$ cat src/rtl/enc_pkg.sv
// Shared types, memory map and LFSR step function for the message-encryption sequencer.
package enc_pkg;

  localparam int         MSG_LEN   = 64;
  localparam logic [7:0] SRC_LIMIT = 8'd61;
  localparam logic [7:0] PRE_ADDR  = 8'd61;
  localparam logic [7:0] TAP_ADDR  = 8'd62;
  localparam logic [7:0] SEED_ADDR = 8'd63;
  localparam logic [7:0] DST_BASE  = 8'd64;
  localparam logic [5:0] LAST_IDX  = 6'(MSG_LEN - 1);

  typedef enum logic [2:0] {
    IDLE     = 3'd0,
    LD_PRE   = 3'd1,
    LD_TAP   = 3'd2,
    LD_SEED  = 3'd3,
    SEED_CAP = 3'd4,
    RUN_RD   = 3'd5,
    RUN_WR   = 3'd6,
    DONE     = 3'd7
  } state_t;

  // Shift left, feeding back the parity of the tapped bits.
  function automatic logic [6:0] lfsr_next(input logic [6:0] state7, input logic [6:0] taps7);
    return {state7[5:0], ^(state7 & taps7)};
  endfunction

endpackage

$ cat src/rtl/encrypt_sequencer_if.sv
// Control handshake plus data-memory port between the sequencer and its host.
interface encrypt_sequencer_if;
  logic       req;
  logic       ack;
  logic       busy;
  logic [7:0] mem_addr;
  logic       mem_we;
  logic [7:0] mem_wdata;
  logic [7:0] mem_rdata;

  modport master (
    input  req, mem_rdata,
    output ack, busy, mem_addr, mem_we, mem_wdata
  );

  modport slave (
    output req, mem_rdata,
    input  ack, busy, mem_addr, mem_we, mem_wdata
  );
endinterface

$ cat src/rtl/lfsr7.sv
// 7-bit Fibonacci-style LFSR with seed load (all-zero seed becomes 1) and step.
module lfsr7
  import enc_pkg::*;
(
  input  logic       clk,
  input  logic       init_n,
  input  logic       i_load,
  input  logic       i_step,
  input  logic [6:0] i_seed,
  input  logic [6:0] i_taps,
  output logic [6:0] o_state
);

  logic [6:0] r_state;

  // LFSR state register; load has priority over step.
  always_ff @(posedge clk) begin
    if (!init_n) begin
      r_state <= 7'h00;
    end else if (i_load) begin
      r_state <= (i_seed == 7'h00) ? 7'h01 : i_seed;
    end else if (i_step) begin
      r_state <= lfsr_next(r_state, i_taps);
    end else begin
      r_state <= r_state;
    end
  end

  assign o_state = r_state;

endmodule

$ cat src/rtl/encrypt_sequencer.sv
// Reads the job descriptor, then XORs 64 padded source bytes with an LFSR stream into DM[64..127].
module encrypt_sequencer
  import enc_pkg::*;
(
  input  logic                 clk,
  input  logic                 init_n,
  encrypt_sequencer_if.master  bus
);

  state_t     r_state;
  state_t     w_next_state;
  logic [7:0] r_pre_len;
  logic [6:0] r_taps;
  logic [5:0] r_idx;
  logic       r_ack;
  logic       r_busy;

  logic       w_preamble;
  logic [7:0] w_src_idx;
  logic       w_use_mem;
  logic [6:0] w_src;
  logic [6:0] w_lfsr;
  logic       w_load;
  logic       w_step;
  logic       w_busy_next;
  logic [7:0] w_mem_addr;
  logic       w_mem_we;
  logic [7:0] w_mem_wdata;

  // Source is zero during the preamble and past the end of the message region.
  assign w_preamble = ({2'b00, r_idx} < r_pre_len);
  assign w_src_idx  = {2'b00, r_idx} - r_pre_len;
  assign w_use_mem  = !w_preamble && (w_src_idx < SRC_LIMIT);
  assign w_src      = w_use_mem ? bus.mem_rdata[6:0] : 7'h00;

  lfsr7 u_lfsr (
    .clk     (clk),
    .init_n  (init_n),
    .i_load  (w_load),
    .i_step  (w_step),
    .i_seed  (bus.mem_rdata[6:0]),
    .i_taps  (r_taps),
    .o_state (w_lfsr)
  );

  // Sequencer state register.
  always_ff @(posedge clk) begin
    if (!init_n) begin
      r_state <= IDLE;
    end else begin
      r_state <= w_next_state;
    end
  end

  // Next-state and memory-port decode.
  always_comb begin
    w_next_state = r_state;
    w_mem_addr   = 8'h00;
    w_mem_we     = 1'b0;
    w_mem_wdata  = 8'h00;
    w_load       = 1'b0;
    w_step       = 1'b0;
    case (r_state)
      IDLE: begin
        if (!bus.req && !r_ack) begin
          w_next_state = LD_PRE;
        end else begin
          w_next_state = IDLE;
        end
      end
      LD_PRE: begin
        w_mem_addr   = PRE_ADDR;
        w_next_state = LD_TAP;
      end
      LD_TAP: begin
        w_mem_addr   = TAP_ADDR;
        w_next_state = LD_SEED;
      end
      LD_SEED: begin
        w_mem_addr   = SEED_ADDR;
        w_next_state = SEED_CAP;
      end
      SEED_CAP: begin
        w_load       = 1'b1;
        w_next_state = RUN_RD;
      end
      RUN_RD: begin
        if (w_use_mem) begin
          w_mem_addr = w_src_idx;
        end else begin
          w_mem_addr = 8'h00;
        end
        w_next_state = RUN_WR;
      end
      RUN_WR: begin
        w_mem_we    = 1'b1;
        w_mem_addr  = DST_BASE + {2'b00, r_idx};
        w_mem_wdata = {1'b0, w_src ^ w_lfsr};
        w_step      = 1'b1;
        if (r_idx == LAST_IDX) begin
          w_next_state = DONE;
        end else begin
          w_next_state = RUN_RD;
        end
      end
      DONE: begin
        if (bus.req) begin
          w_next_state = IDLE;
        end else begin
          w_next_state = DONE;
        end
      end
      default: begin
        w_next_state = IDLE;
      end
    endcase
  end

  assign w_busy_next = (w_next_state != IDLE) && (w_next_state != DONE);

  // Descriptor capture, byte index and registered status flags.
  always_ff @(posedge clk) begin
    if (!init_n) begin
      r_pre_len <= 8'h00;
      r_taps    <= 7'h00;
      r_idx     <= 6'd0;
      r_ack     <= 1'b0;
      r_busy    <= 1'b0;
    end else begin
      r_ack  <= (w_next_state == DONE);
      r_busy <= w_busy_next;
      if (r_state == LD_TAP) begin
        r_pre_len <= bus.mem_rdata;
      end else begin
        r_pre_len <= r_pre_len;
      end
      if (r_state == LD_SEED) begin
        r_taps <= bus.mem_rdata[6:0];
      end else begin
        r_taps <= r_taps;
      end
      if (r_state == SEED_CAP) begin
        r_idx <= 6'd0;
      end else if (r_state == RUN_WR) begin
        r_idx <= r_idx + 6'd1;
      end else begin
        r_idx <= r_idx;
      end
    end
  end

  assign bus.ack       = r_ack;
  assign bus.busy      = r_busy;
  assign bus.mem_addr  = w_mem_addr;
  assign bus.mem_we    = w_mem_we;
  assign bus.mem_wdata = w_mem_wdata;

endmodule

$ cat src/flat_wrapper.sv
// flat-port wrapper written by rule: the top's interface ports become plain ports
module encrypt_sequencer_flat import enc_pkg::*;
  (clk, init_n, bus_req, bus_mem_rdata, bus_ack, bus_busy, bus_mem_addr, bus_mem_we, bus_mem_wdata);
  encrypt_sequencer_if bus_i ();
  input  logic clk;
  input  logic init_n;
  input wire logic [$bits(bus_i.req)-1:0] bus_req;
  input wire logic [$bits(bus_i.mem_rdata)-1:0] bus_mem_rdata;
  output wire logic [$bits(bus_i.ack)-1:0] bus_ack;
  output wire logic [$bits(bus_i.busy)-1:0] bus_busy;
  output wire logic [$bits(bus_i.mem_addr)-1:0] bus_mem_addr;
  output wire logic [$bits(bus_i.mem_we)-1:0] bus_mem_we;
  output wire logic [$bits(bus_i.mem_wdata)-1:0] bus_mem_wdata;
  assign bus_i.req = bus_req;
  assign bus_i.mem_rdata = bus_mem_rdata;
  assign bus_ack = bus_i.ack;
  assign bus_busy = bus_i.busy;
  assign bus_mem_addr = bus_i.mem_addr;
  assign bus_mem_we = bus_i.mem_we;
  assign bus_mem_wdata = bus_i.mem_wdata;
  encrypt_sequencer u_core (.clk(clk), .init_n(init_n), .bus(bus_i));
endmodule
$ cat config.mk
export PLATFORM = sky130hd
export DESIGN_NAME = encrypt_sequencer_flat
export DESIGN_NICKNAME = d
export VERILOG_FILES = /design/src/rtl/enc_pkg.sv /design/src/rtl/encrypt_sequencer_if.sv /design/src/rtl/lfsr7.sv /design/src/rtl/encrypt_sequencer.sv /design/src/flat_wrapper.sv
export SDC_FILE = /design/constraint.sdc
export NUM_CORES = 1
export LEC_CHECK = 0
export CORE_UTILIZATION = 54
export DETAILED_ROUTE_END_ITERATION = 12
export HOLD_SLACK_MARGIN = 0.15
export MAX_ROUTING_LAYER = met4
export PLACE_DENSITY = 0.87
export SYNTH_ARGS = -nofsm -noshare
export SYNTH_HDL_FRONTEND = slang
export SYNTH_SLANG_ARGS = --single-unit
$ cat constraint.sdc
create_clock -name clk -period 3.1 [get_ports clk]
set_input_delay 0.465 -clock clk [delete_from_list [all_inputs] [get_ports clk]]
set_output_delay 0.465 -clock clk [all_outputs]
set_load 0.03 [all_outputs]
* Word level (Yosys, flattened, before mapping)
Cells that the tools add are included.
Storage, ports and cells: bits in registers 33, input bits 11, output and inout port bits 19
Cells by class: reduce and logical (&&, ||, !) cells 12, multiplexer cells 13, order comparisons 2, add/subtract/negate cells 3, equal/unequal tests 10, bitwise gates (word level) 3
Operator list (number):
- $pmux 8 s5 | 1
- $mux 7 | 5
- $pmux 3 s8 | 1
- $eq 3x3->1 const B | 5
- $add 7x6->8 const A | 1
- $lt 6x8->1 | 1
- $lt 8x6->1 const B | 1
- $mux 8 | 1
- $sub 6x8->8 | 1
- $and 7x7->7 | 1
- $logic_not 7->1 | 1
- $reduce_xor 7->1 | 1
- $xor 7x7->7 | 1
- $add 6x1->6 const B | 1
- $eq 3x2->1 const B | 2
- $eq 6x6->1 const B | 1
- $eq 3x1->1 const B | 1
- $logic_and 1x1->1 | 3
- $logic_not 1->1 | 3
- $logic_not 3->1 | 1
- $mux 1 | 3
- $mux 3 | 1
- $ne 3x3->1 const B | 1
- $reduce_bool 3->1 | 1
- other kinds (4) | 4

* Longest topological paths before layout
Gate-level depths: netlist of run 1.
depth in word-level cells 6, mapped depth 10, mapped depth without buffers 9

* Cells and area by module
A second synthesis of run 1 with hierarchy kept.
Unflattened totals: cell total of the unflattened synthesis 276, area, all modules 2263.4 sq um
By module, submodules not included:
- encrypt_sequencer | cells each 232, area an instance 1846.8 sq um, instances 1
- lfsr7 | cells each 44, area an instance 416.6 sq um, instances 1

* Least setup slack after synthesis of run 1
Ideal clock, no wire load.
path type flip-flop to output port, from register u_core.r_idx[0], to output bus_mem_addr[1], cell stages (with the launch flop) 10, path slack -0.159 ns, data arrival time 2.794 ns, path through dfxtp_1 -> inv_1 -> ha_1 -> fa_1 -> nand2b_1 -> nand2b_1 -> a31oi_1 -> a2111oi_4 -> nand3_1 -> o21ai_0
Between the ends: word-level cells in the longest chain between the ends 5, elaborated cells on any way between the ends 8, classes of those cells add/sub: 2; order compare: 2; mux: 2; reduce/logical: 2
RTL lines:
- from (decl) | RTL line encrypt_sequencer.sv:14 | logic [5:0] r_idx;
- from (signal assigned) | RTL line encrypt_sequencer.sv:145 | r_idx <= r_idx + 6'd1;
- from (signal assigned) | RTL line encrypt_sequencer.sv:147 | r_idx <= r_idx;
- $sub 6x8->8 / $lt 6x8->1 (equally long branches) | RTL line encrypt_sequencer.sv:32, encrypt_sequencer.sv:31
- $lt 8x6->1 / $logic_not 1->1 (equally long branches) | RTL line encrypt_sequencer.sv:33 | assign w_use_mem = !w_preamble && (w_src_idx < SRC_LIMIT);
- $logic_and 1x1->1 | RTL line encrypt_sequencer.sv:33
- $mux 8 | RTL line encrypt_sequencer.sv:88 | if (w_use_mem) begin
- $pmux 8 s5 (*) | RTL line encrypt_sequencer.sv:63 | case (r_state)
- to (decl) | RTL line flat_wrapper.sv:11 | output wire logic [$bits(bus_i.mem_addr)-1:0] bus_mem_addr;
Every way passes the cells marked *; elsewhere a longest branch is shown, timed or not.

* Final worst setup path of run 1
from register u_core.r_idx[0], to output bus_mem_wdata[6]
Between the ends: word-level cells in the longest chain between the ends 6, elaborated cells on any way between the ends 8, classes of those cells add/sub: 1; order compare: 2; mux: 2; bitwise: 1; reduce/logical: 2
RTL lines:
- $sub 6x8->8 / $lt 6x8->1 (equally long branches) | RTL line encrypt_sequencer.sv:32, encrypt_sequencer.sv:31
- $lt 8x6->1 / $logic_not 1->1 (equally long branches) | RTL line encrypt_sequencer.sv:33
- $logic_and 1x1->1 (*) | RTL line encrypt_sequencer.sv:33
- $mux 7 (*) | RTL line encrypt_sequencer.sv:34 | assign w_src = w_use_mem ? bus.mem_rdata[6:0] : 7'h00;
- $xor 7x7->7 (*) | RTL line encrypt_sequencer.sv:98 | w_mem_wdata = {1'b0, w_src ^ w_lfsr};
- $mux 7 (*) | RTL line encrypt_sequencer.sv:63
- to (decl) | RTL line flat_wrapper.sv:13 | output wire logic [$bits(bus_i.mem_wdata)-1:0] bus_mem_wdata;
Marks and branches as above.

==> flow_summary_export.csv, run 1 <==
group,metric,value,unit
synthesis,synth_top_area_share,31.48,%
floorplan,coreArea,3689,um2
clock_network,cts-buffers-inserted,5,
clock_network,cts_tree,"done",
final_layout,fillers,316,
global_route,grt.total_usage,26.28,%
clock_network,worstSkewPairLatency,290,ps
synthesis,syn_area_per_cell,7.918,um2
synthesis,ys.flop_type,"dfxtp_1",
final_layout,areaGrowthSynthToFinish,23.20,%
floorplan,placement_rows,22,
job,maxCapViolCount,0,
sta,setup_viol,5,
synthesis,synthArstFlopShare,0,%
detailed_routing,drc,0,
sta,fin_crit_sh,100.9,%
worst_hold_path,worstHoldStart,"u_core.r_taps[6]$_SDFFE_PN0P_",
floorplan,die_w,64.34,um
floorplan,start_util,56.89,%
global_route,antenna_found_initial,0,
floorplan,die-area,4139,um2
critical_path,startpoint,"u_core.r_idx[0]$_SDFFE_PP0P_",
detailed_routing,drt_iter0_markers,212,
critical_path,path_class,"reg -> out",
sta,fin_ws,-29.14,ps
synthesis,ys_seq_area_share,31.48,%
clock_network,cts_hold_buf,0,
placement,portBuffers,27,
detailed_routing,dr.pass1.iters,4,
clock_network,cts_root_buf,"clkbuf_8",
pwr,powerDensity,434.2,nW/um2
worst_hold_path,worst_hold_path_type,"reg -> reg",
sta,fmax,319.6,MHz
critical_path,cp.required,2630,ps
critical_path,critPathCaptureType,"output port",
sta,period_needed,3129,ps
clock_network,clockBufferDepth,2,
synthesis,yosys-top-cells-area,"dfxtp_1 31%, nor2_1 8.6%, mux2i_1 7.6%",
final_layout,layout.cells.non_filler,342,
clock_network,cts_max_level,2,
critical_path,cp_max_fo,6,
global_route,grt_start_max_net_pins,24,
placement,dpl.cell_count,331,
synthesis,synthesis.area,2098,um2
detailed_routing,wirelength,5102,um
critical_path,crit_arrival,2660,ps
pwr,leakagePower,1.038,nW
final_layout,drive_above_1_share,18.03,%
pwr,vdd_drop_max,275.6,uV
global_route,grt_pass1_wl,8010,um
detailed_routing,routedWlPerCell,14.92,um
sta,slew_headroom,51.81,%
synthesis,synth_cells,265,
floorplan,fp.dieH,64.34,um
synthesis,ys_warn_count,0,
sta,hold_viol_final,0,
placement,gp_congestion,0.9292,
placement,hpwl,3505,um
sta,grt_setup_unrepaired,"true",
sta,hold_ws,501.2,ps
final_layout,post-route-util,70.08,%
placement,pre_cts_slack,-19.74,ps
synthesis,synth_edf_count,0,
global_route,overflow,0,
detailed_routing,vias,1917,
final_layout,layout_commonest_cell,"nor2_1",
sta,finalClockSkew,4.415,ps
sta,slew_viol_final,0,
detailed_routing,viasPerCell,5.605,
final_layout,layout_common_cells,"48 x nor2_1, 32 x dfxtp_1, 27 x nand2_1, 16 x mux2i_1, 16 x buf_4",
critical_path,critPathLaunchType,"flip-flop",
run_status,violations,"setup timing",
synthesis,synth.ff_latch_count,33,
global_route,grt_pass1_vias,1660,
synthesis,yosysTopAreaCell,"dfxtp_1",
sta,setup_tns,-93.11,ps
final_layout,multi_input_area,1390,um2
clock_network,clkTransAtPathRegs,70,ps
clock_network,clock-sinks,33,
run_status,outcome,"finished with violations",
final_layout,final_nets,313,
critical_path,worstReg2RegStart,"u_core.r_state[2]$_SDFF_PN0_",
sta,worst_pin_slew,722.1,ps
detailed_routing,ant_nets,0,
floorplan,io_pins,30,
final_layout,regArea,664.4,um2
synthesis,netlist-cell-type-count,45,
final_layout,antennaDiodeCount,0,
## final timing paths
| check | end | slack (ps) | cells after the start |
|---|---|---|---|
| worst max-delay path | bus_mem_wdata[6] | -30 | 11 |
| worst min-delay path | u_core.r_taps[6]$_SDFFE_PN0P_ | 500 | 2 |
| worst max register to register | u_core.r_idx[3]$_SDFFE_PP0P_ | 1010 | 6 |
| worst min register to register | u_core.r_taps[6]$_SDFFE_PN0P_ | 500 | 2 |
## state kept, by name (all words and copies together) (netlist names)
signal and count:
u_core.bus.busy 1, u_core.r_taps 7, u_core.u_lfsr.o_state 7, u_core.r_pre_len 8, u_core.r_idx 6, u_core.bus.ack 1, u_core.r_state 3
## metrics by stage
| step | power (mW) | instance area, um2 |
|---|---|---|
| global placement | 0.7518 | 2347 |
| floorplan | 0.6827 | 2102 |
| global route | 1.175 | 2585 |
| finish | 1.122 | 2585 |
| detailed placement | 0.7565 | 2347 |
| CTS | 1.097 | 2474 |
## area by class of cell
type                       count  share of cell area [%]
clock buffer                   5                   2.662
clock inverter                 3                  0.6776
inverter                      14                   2.130
multi-input combinational    203                   53.78
sequential                    33                   25.70
tap                           48                   2.323
timing repair buffer          36                   12.73
## worst max-delay path, cell delays in order (launching register included)
cell and delay, ps:
dfxtp_4 380, inv_4 40, ha_4 150, fa_2 360, nand2b_4 170, nand2b_4 90
a31oi_4 100, a2111oi_4 390, buf_4 230, a31oi_1 110, a31o_1 220, buf_6 140
## synthesized netlist by cell type, drive strengths merged (2+ instances only)
library cell,number
nor2,48
dfxtp,33
nand2,27
mux2i,16
a21oi,15
inv,14
a31o,10
a31oi,10
clkbuf,10
ha,8
o21ai,8
xor2,7
a211oi,6
buf,6
xnor2,6
nand2b,4
nand3,4
nand4,4
nor2b,4
and2,3
o22ai,3
o21a,2
or2,2
## report_power, final
part	switching, mW	total (mW)	internal [mW]
Clock	0.167	0.322	0.155
Sequential	0.0186	0.460	0.441
Combinational	0.197	0.341	0.144
## repair_timing
item / in CTS / in global routing
setup buffers: 2 / 1
hold endpoints to repair: 0 / 0
resized for setup: 7 / 20
setup endpoints to repair: 13 / 13
pin swaps: 3 / 4
## cells by family after synthesis
family                   after synthesis  synth area share (%)
AND/OR/NAND/NOR                      101                 21.35
AO/OA/AOI/OAI                         62                 21.17
flip-flops                            33                 31.48
buffers and inverters                 30                 7.036
multiplexers                          16                 7.633
XOR/XNOR                              13                 5.426
adder cells (fa/ha/maj)                9                 5.725
other                                  1                0.1787
## metal layers
metal / part of all wire (%) / wire (um) / GRT usage (%)
met1: 43 / 2194 / 33.44
met2: 48 / 2450 / 40.00
met3: 7.3 / 370 / 7.143
met4: 1.7 / 87 / 8.889
met5: 0 / 0 / -
No activity file was read; power rests on OpenSTA's default activity.
==> run 2: changes to the inputs <==
--- a/config.mk
+++ b/config.mk
@@ -5,11 +5,12 @@
 export SDC_FILE = /design/constraint.sdc
 export NUM_CORES = 1
 export LEC_CHECK = 0
-export CORE_UTILIZATION = 54
+export CORE_UTILIZATION = 55
 export DETAILED_ROUTE_END_ITERATION = 12
 export HOLD_SLACK_MARGIN = 0.15
 export MAX_ROUTING_LAYER = met4
-export PLACE_DENSITY = 0.87
+export PLACE_DENSITY = 0.88
 export SYNTH_ARGS = -nofsm -noshare
 export SYNTH_HDL_FRONTEND = slang
+export SYNTH_HIERARCHICAL = 1
 export SYNTH_SLANG_ARGS = --single-unit
==> run 2 against run 1 <==
  * The flow now finishes without violations
  * Synthesized area is 7.9% higher
  * Highest routed layer unchanged
  * Flip-flop and latch count did not move
  * Maximum frequency up 3.0%
  * Clock power decreased by 5%
  * Hold slack gained 14 ps
  * Critical path type unchanged
  * Synthesized cell count grew 4.2%
  * Core utilization grew 3.0 points
==> flow_summary_export.csv, run 2 <==
group,metric,value,unit
synthesis,ys_seq_area_share,29.19,%
clock_network,clockBufferDepth,2,
detailed_routing,dr.pass1.iters,5,
critical_path,r2r_slack,1230,ps
critical_path,worstReg2RegEnd,"u_core/u_lfsr/o_state[4]$_SDFFE_PN0P_",
floorplan,die-area,4376,um2
synthesis,synth_top_family_by_area,"simple AND/OR/NAND/NOR gates",
job,maxCapViolCount,0,
clock_network,clkTransAtPathRegs,60,ps
sta,fin_crit_sh,97.96,%
final_layout,regMostFlops,"u_core/r_pre_len",
critical_path,worstReg2RegStart,"u_core/r_state[0]$_SDFF_PN0_",
worst_hold_path,worst_hold_path_type,"reg -> reg",
floorplan,die_w,66.15,um
global_route,grt_pass1_vias,1983,
global_route,overflow,0,
detailed_routing,viasPerCell,6.059,
detailed_routing,drt_iter0_markers,205,
pwr,vdd_drop_max,313.6,uV
synthesis,netlist-cell-type-count,52,
critical_path,rr_worst_depth,7,
synthesis,synth_xor_xnor_area_share,5.473,%
final_layout,drive_above_1_share,19.42,%
final_layout,largest_reg_flops,8,
floorplan,io_pins,30,
pwr,leakagePower,1.236,nW
global_route,antenna_found_initial,0,
detailed_routing,routedWlPerCell,16.32,um
synthesis,synth_top_area_share,29.19,%
global_route,use_met3,4.655,%
global_route,grt.total_usage,29.32,%
clock_network,cts-buffers-inserted,5,
final_layout,fillers,283,
clock_network,cts_tree,"done",
synthesis,ys_warn_count,6,
clock_network,cts_root_buf,"clkbuf_8",
synthesis,synth-compound-area-share,22.06,%
floorplan,placement_rows,22,
sta,grt_setup_unrepaired,"true",
global_route,use_met1,37.39,%
floorplan,start_util,59.58,%
sta,fmax,329.3,MHz
placement,portBuffers,27,
critical_path,crit_arrival,2570,ps
sta,period_needed,3037,ps
detailed_routing,vias,2163,
placement,pre_cts_slack,117.3,ps
placement,placed_cell_area,2547,um2
detailed_routing,drc,0,
sta,finalClockSkew,3.351,ps
synthesis,synth_cells,276,
synthesis,synthArstFlopShare,0,%
sta,slew_viol_final,0,
final_layout,stdcell_area,2776,um2
synthesis,synth.ff_latch_count,33,
placement,hpwl,4033,um
sta,fin_ws,63.12,ps
floorplan,coreArea,3799,um2
sta,worst_pin_slew,991.6,ps
detailed_routing,ant_nets,0,
synthesis,synthesis.area,2263,um2
synthesis,synthMuxAreaShare,7.076,%
pwr,powerDensity,395.6,nW/um2
placement,gp_congestion,0.8803,
detailed_routing,wirelength,5827,um
synthesis,syn_area_per_cell,8.201,um2
global_route,grt_start_max_net_pins,20,
synthesis,yosys.area_share.simple,24.32,%
synthesis,yosys-top-cells-area,"dfxtp_1 29%, mux2i_1 7.1%, nand2_1 5.5%",
sta,setup_viol,0,
final_layout,areaGrowthSynthToFinish,22.66,%
critical_path,path_class,"reg -> out",
run_status,outcome,"finished, final reports clean",
clock_network,clock-sinks,33,
critical_path,critPathLaunchType,"flip-flop",
final_layout,antennaDiodeCount,0,
global_route,globalRouteMet2Util,47.96,%
synthesis,yosysTopAreaCell,"dfxtp_1",
clock_network,cts_max_level,2,
clock_network,cts_hold_buf,0,
critical_path,startpoint,"u_core/r_pre_len[0]$_SDFFE_PN0P_",
synthesis,synth_common_cells,"33 x dfxtp_1, 33 x nand2_1, 29 x nor2_1, 18 x a21oi_1, 18 x nor2b_1",
synthesis,synthAdderAreaFrac,5.307,%
final_layout,final_nets,328,
critical_path,cp.required,2630,ps
synthesis,ys.flop_type,"dfxtp_1",
critical_path,critPathCaptureType,"output port",
critical_path,timing.critical_path.to,"bus_mem_addr[1]",
final_layout,layout_common_cells,"33 x nand2_1, 29 x nor2_1, 29 x dfxtp_1, 21 x buf_4",
critical_path,cp_max_fo,5,
global_route,grt_pass1_wl,9404,um
global_route,top_usage_layer,"met2",
sta,hold_viol_final,0,
final_layout,layout_commonest_cell,"nand2_1",
clock_network,worstSkewPairLatency,280,ps
floorplan,fp.dieH,66.15,um
synthesis,synth_edf_count,0,
sta,slew_headroom,33.53,%
run 2: changes by cell type after synthesis, sizes merged, moves of 3 or more:
cell / before / now
o211a: 0 / 7
a31o: 10 / 0
a211oi: 6 / 2
nor2b: 4 / 18
nand2: 27 / 33
nor2: 48 / 30
a21oi: 15 / 18
xor2: 7 / 4
a41o: 0 / 7
run 2: worst min path at each step:
stage	startpoint	endpoint	slack, ps	cells past startpoint
2_1_floorplan	u_core/r_pre_len[6]$_SDFFE_PN0P_	u_core/r_pre_len[6]$_SDFFE_PN0P_	480	2
3_3_place_gp	u_core/r_pre_len[6]$_SDFFE_PN0P_	u_core/r_pre_len[6]$_SDFFE_PN0P_	500	2
3_5_place_dp	u_core/r_taps[1]$_SDFFE_PN0N_	u_core/r_taps[1]$_SDFFE_PN0N_	510	2
4_1_cts	u_core/r_pre_len[6]$_SDFFE_PN0P_	u_core/r_pre_len[6]$_SDFFE_PN0P_	530	2
5_1_grt	u_core/r_idx[1]$_SDFFE_PP0P_	u_core/r_idx[1]$_SDFFE_PP0P_	540	2
6_report	u_core/r_idx[1]$_SDFFE_PP0P_	u_core/r_idx[1]$_SDFFE_PP0P_	510	2
run 2: layout make-up:
type	instances	area [um2]	area share, %
Inverter	14	55.05	1.983
Sequential cell	33	668.1	24.06
Timing Repair Buffer	42	376.6	13.56
Tap cell	48	60.06	2.163
Multi-Input combinational cell	212	1536	55.34
Clock buffer	8	80.08	2.884
run 2: per-layer routing:
metal,part of all wire (%),vias up
met3,5.6,11
met4,1.5,0
met5,0,-
met2,49,94
met1,44,1031
li1,-,1027
run 2: worst max-delay path, stage by stage, from the launching register on:
cell      delay (ps)
dfxtp_2          340
buf_4            140
ha_1             210
and2b_1          260
o21a_4           170
a311oi_2         120
a211oi_4         310
buf_4            200
nand2_1          100
o31ai_1          240
buf_4            200
run 2: metrics by stage:
stage               std cells  util [%]  total power, mW  TNS, ps  hold WS, ps
floorplan                 277         -           0.6771        0        483.4
CTS                       356     70.29            1.080        0        526.9
detailed placement        344     67.06           0.7660        0        510.3
finish                    357     73.09            1.098        0        514.7
global route              357     73.09            1.144   -19.04        544.3
global placement          344     67.06           0.7580        0        499.2
run 2: what timing repair did:
| action | 4_1_cts | 5_1_grt |
|---|---|---|
| setup endpoints to repair | 12 | 13 |
| gates resized for setup | 2 | 25 |
| pin swaps | 2 | 7 |
| setup buffers | 4 | 1 |
run 2: report_power, final:
group	leakage [nW]	switching (mW)	internal (mW)	total, mW
clock	0.0395	0.146	0.159	0.306
combinational	0.927	0.207	0.135	0.342
sequential	0.270	0.0107	0.440	0.450
run 2: logic make-up (layout without fill, tap and decap cells):
group                    count (synthesis)  after routing
AND/OR/NAND/NOR                        109            109
AO/OA/AOI/OAI                           65             65
flip-flops                              33             33
buffers and inverters                   32             64
multiplexers                            16             16
XOR/XNOR                                11             11
adder cells (fa/ha/maj)                  9              9
other                                    1              2
